## config.mk

```make
export PLATFORM = sky130hd
export DESIGN_NAME = rram_serial_rw
export DESIGN_NICKNAME = d
export VERILOG_FILES = /design/src/rtl/rram_serial_rw.sv
export SDC_FILE = /design/constraint.sdc
export NUM_CORES = 1
export LEC_CHECK = 0
export CAP_MARGIN = 25
export CORE_MARGIN = 3
export CORE_UTILIZATION = 35
export DETAILED_ROUTE_END_ITERATION = 6
export SETUP_SLACK_MARGIN = 0.3
export SLEW_MARGIN = 20
export SYNTH_ARGS = -nofsm -noshare
export SYNTH_HDL_FRONTEND = slang
export SYNTH_SLANG_ARGS = --single-unit
```

## constraint.sdc

```tcl
create_clock -name clk -period 5.4 [get_ports clk]
set_input_delay 0.54 -clock clk [delete_from_list [all_inputs] [get_ports clk]]
set_output_delay 0.54 -clock clk [all_outputs]
set_load 0.02 [all_outputs]
```

## src/rtl/rram_serial_rw.sv

```systemverilog
// rram_serial_rw: bit-serial read/write/forming engine between the cache word and an RRAM array port.
// LSB beat first; outputs decode only registered state, so requests never reach the pads combinationally.
module rram_serial_rw #(
    parameter int DATA_W      = 32,
    parameter int LANES       = 1,
    parameter int ADDR_W      = 5,
    parameter int FORM_CYCLES = 4
) (
    input  logic              clk,
    input  logic              rst,
    input  logic              CE,
    input  logic              re,
    input  logic              we,
    input  logic              forming,
    input  logic [ADDR_W-1:0] cache_add,
    input  logic [DATA_W-1:0] data_register,
    output logic [DATA_W-1:0] data_cache,
    output logic              busy,
    output logic              done,
    output logic              rram_ce,
    output logic              rram_re,
    output logic              rram_we,
    output logic [ADDR_W-1:0] rram_addr,
    input  logic [LANES-1:0]  rram_data_in,
    output logic [LANES-1:0]  rram_data_out,
    output logic              rram_data_oe
);
    localparam int BEATS = DATA_W / LANES;
    localparam int BW = BEATS > 1 ? $clog2(BEATS) : 1;
    localparam int CW = FORM_CYCLES > 1 ? $clog2(FORM_CYCLES) : 1;
    localparam logic [BW-1:0] LAST_BEAT = BW'(BEATS - 1);
    localparam logic [CW-1:0] LAST_CYC = CW'(FORM_CYCLES - 1);

    typedef enum logic [2:0] {IDLE, READ, WRITE, FORM, DONE} state_t;

    state_t            state_q, state_d;
    logic [BW-1:0]     beat_q, beat_d;
    logic [CW-1:0]     cyc_q, cyc_d;
    logic [ADDR_W-1:0] addr_q, addr_d;
    logic [DATA_W-1:0] word_q, word_d, cache_q, cache_d;
    logic              req, last;
    int                lo;

    // word_q holds the write data and doubles as the read assembly register
    always_comb begin
        state_d = state_q;
        beat_d  = beat_q;
        cyc_d   = cyc_q;
        addr_d  = addr_q;
        word_d  = word_q;
        cache_d = cache_q;
        req     = !CE && (forming || we || re);
        last    = beat_q == LAST_BEAT;
        lo      = int'(beat_q) * LANES;
        if (state_q == IDLE || state_q == DONE) begin
            state_d = !req ? IDLE : forming ? FORM : we ? WRITE : READ;
            if (req) begin
                addr_d = cache_add;
                word_d = data_register;
                beat_d = '0;
                cyc_d  = '0;
            end
        end else if (CE) begin
            state_d = IDLE;
        end else if (state_q == READ) begin
            word_d[lo +: LANES] = rram_data_in;
            beat_d = beat_q + BW'(1);
            if (last) begin
                cache_d = word_d;
                state_d = DONE;
            end
        end else if (state_q == WRITE) begin
            beat_d  = beat_q + BW'(1);
            state_d = last ? DONE : WRITE;
        end else begin
            cyc_d = cyc_q + CW'(1);
            if (cyc_q == LAST_CYC) begin
                cyc_d   = '0;
                beat_d  = beat_q + BW'(1);
                state_d = last ? DONE : FORM;
            end
        end
    end

    always_ff @(posedge clk) begin
        if (rst) begin
            state_q <= IDLE;
            beat_q  <= '0;
            cyc_q   <= '0;
            addr_q  <= '0;
            word_q  <= '0;
            cache_q <= '0;
        end else begin
            state_q <= state_d;
            beat_q  <= beat_d;
            cyc_q   <= cyc_d;
            addr_q  <= addr_d;
            word_q  <= word_d;
            cache_q <= cache_d;
        end
    end

    assign busy          = state_q == READ || state_q == WRITE || state_q == FORM;
    assign done          = state_q == DONE;
    assign rram_ce       = !busy;
    assign rram_re       = state_q == READ;
    assign rram_we       = state_q == WRITE || state_q == FORM;
    assign rram_data_oe  = rram_we;
    assign rram_addr     = addr_q;
    assign data_cache    = cache_q;
    assign rram_data_out = state_q == FORM ? '1 : state_q == WRITE ? word_q[lo +: LANES] : '0;
endmodule

```

==> summary.txt <==
Critical path
  – CP cell instances: inv_1, ha_1, nor3b_1, ha_1, o41a_1, and2_0, nand3_1, a311oi_1
  – Crit-path max FO: 19
  – Worst Setup End Kind: register
  – Setup CP Type: reg2reg
  – Data arrival, critical path: 4.24 ns
  – Crit-path max cell delay: 0.90 ns
  – CP max-delay cell: dfxtp_1
  – CP required: 5.65 ns
  – Top cell by count, worst path: ha_1
  – Crit path launch type: register

STA
  – Max frequency: 250 MHz
  – Period utilization: 0.740
  – Slew margin rel.: 0.270
  – Count of final setup violators: 0
  – Clock skew: 0.0106 ns
  – Final Hold Viols: 0
  – Setup repair after global routing missed its margin: false
  – Slew Limit Fails: 0
  – Fin Setup TNS: 0 ns
  – Min cycle time layout: 4.00 ns
  – Worst-Margin Slew: 1.06 ns

Synthesis
  – Syn nets: 665
  – Top cells by area, synth: dfxtp_1, nand3_1, a41oi_2, a311oi_1, nand3b_1
  – Synthesized instance count: 613
  – Yosys warns: 0
  – Post-synth EDFFs: 0
  – Synth top area share: 0.305
  – Sequential fraction of the synthesis area: 0.305
  – Post-synthesis cell area: 5190 sq um
  – Synthesized flop and latch total: 79
  – Async set-reset flop share out of synthesis: 0
  – Average cell area after synthesis: 8.47 sq um
  – Dominant synthesized flop cell: dfxtp_1
  – Cell variety after synth: 65
  – Synth area leader: dfxtp_1

Routing
  – WL/cell: 22.3 um
  – Total Wirelength: 18.8 mm
  – Initial DRC count: 668
  – Drc violations: 0
  – Drt pass-1 iters: 5
  – Total number of vias: 5,213
  – Via density: 6.20
  – Post-route ant nets: 0

Final layout
  – FILL cells: 1,445
  – N_diodes: 0
  – Layout cells sized above 1: 0.109
  – Nets: 709
  – Commonest non-fill, non-tap cell in the layout: clkdlybuf4s50_1
  – Most frequent cells in the layout: clkdlybuf4s50_1, dfxtp_1, nand3_1
  – Area Growth Syn to Fin: 21.8%

Hold path
  – Hold Crit Class: reg2reg

Placement
  – IO Port Bufs: 87
  – DP HPWL: 13.2 mm
  – Routability cong.: 0.926

Clock network
  – TritonCTS buffer count: 9
  – CTS Root Buffer Type: clkbuf_16
  – CTS Hold Bufs: 0
  – CTS tree: done
  – H-tree depth: 3
  – Post-CTS sizing: 0
  – CTS sink count: 79
  – Setup bufs post-CTS: 0
  – Worst-path clk slew: 0.06 ns
  – Clk buf depth: 2
  – Clk Latency, worst-skew pair: 0.35 ns

Floorplan
  – Area of the core: 14,200 sq um
  – Top Ports: 88
  – Area of the die: 16,300 sq um
  – Die H: 128 um
  – Starting density of the core: 0.366
  – Die W: 128 um
  – Num rows: 43

Power and ir drop
  – Pleak: 1.83 nW
  – Peak VDD IR: 0.186 mV
  – Total Power: 1.53 mW
  – PD cells: 243 nW/um^2

Global route
  – First-pass GRT wire length: 28.7 mm
  – Initial antenna violation count: 0
  – Grt ovf: 0
  – Largest net degree at the start of global routing: 55
  – Gr usage total: 0.227
  – Number of global-route vias before repair: 4,869

Status
  – Status: finished clean

Run
  – Maxcap violations: 0
cells in the mapped netlist, types with 2 or more instances:
master,n
a211oi_1,2
a21o_1,2
a21oi_1,6
a311oi_1,32
a31oi_1,2
a41oi_1,13
a41oi_2,18
and2_1,9
buf_1,5
buf_2,21
buf_4,4
buf_6,5
clkbuf_1,28
dfxtp_1,79
ha_1,8
inv_1,11
mux2_2,4
mux2i_1,14
mux4_2,7
nand2_1,57
nand3_1,70
nand3b_1,33
nand4_1,11
nor2_1,49
nor2b_1,3
nor3_1,9
nor3_2,3
nor3b_1,4
nor4_1,4
nor4_4,2
o211ai_1,28
o21ai_0,29
o21ai_1,2
o31a_1,2
o41a_1,2
or3_1,6
final cells by class:
class | count | area [sq um] | share of cell area
multi-input cells | 460 | 3270 | 0.517
clock buffers | 9 | 225 | 0.0356
inverters | 11 | 41.3 | 0.00653
clock inverters | 6 | 46.3 | 0.00732
well taps | 180 | 225 | 0.0356
repair buffers | 96 | 933 | 0.148
flip-flops and latches | 79 | 1580 | 0.250
kinds of logic (layout without fill, tap and decap cells):
family | after synthesis | count (layout) | synth area share
mux | 25 | 25 | 0.0660
compound gates | 151 | 151 | 0.251
fa+ha+maj | 9 | 9 | 0.0214
buf+inv | 74 | 122 | 0.0687
xor+xnor | 2 | 2 | 0.00337
simple gates | 273 | 273 | 0.285
flops | 79 | 79 | 0.305
routing by layer:
| metal | routed length (um) | part of all wire | GRT usage |
|---|---|---|---|
| met5 | 0 | 0 | 0 |
| met4 | 466 | 0.025 | 0.0811 |
| met3 | 1960 | 0.10 | 0.0521 |
| met2 | 8110 | 0.43 | 0.331 |
| met1 | 8260 | 0.44 | 0.328 |
critical path: cells and delay by family (launching register included):
family          cells  cell delay (ns)
compound gates      2             0.67
simple gates        3             1.10
fa+ha+maj           2             0.97
flops               1             0.90
buf+inv             1             0.25
where the power goes:
part	switching, mW	internal [mW]	total [mW]
sequential	0.0374	0.612	0.650
combinational	0.182	0.127	0.309
clock	0.264	0.312	0.576
state kept, by name, indices dropped and copies added, names as in the netlist:
signal / cells
rram_addr: 5
cyc_q: 2
state_q: 3
data_cache: 32
beat_q: 5
word_q: 32
worst paths after layout:
path / cells past startpoint / startpoint / endpoint / slack (ns)
worst max-delay path: 8 / beat_q[1] / data_cache[5] / 1.40
worst min register to register: 2 / rram_addr[1] / rram_addr[1] / 0.50
worst min-delay path: 2 / rram_addr[1] / rram_addr[1] / 0.50
worst max register to register: 8 / beat_q[1] / data_cache[5] / 1.40
metrics by stage:
step           hold slack [ns]  cells  instance area (sq um)   util  setup slack (ns)
2_1_floorplan            0.448    613                   5190      -              2.42
3_5_place_dp             0.486    825                   6040  0.425              1.48
3_3_place_gp             0.462    825                   6030  0.425              1.60
5_1_grt                  0.523    841                   6320  0.445              1.14
6_report                 0.496    841                   6320  0.445              1.40
4_1_cts                  0.502    840                   6310  0.444              1.48
No activity file was read; power rests on OpenSTA's default activity.
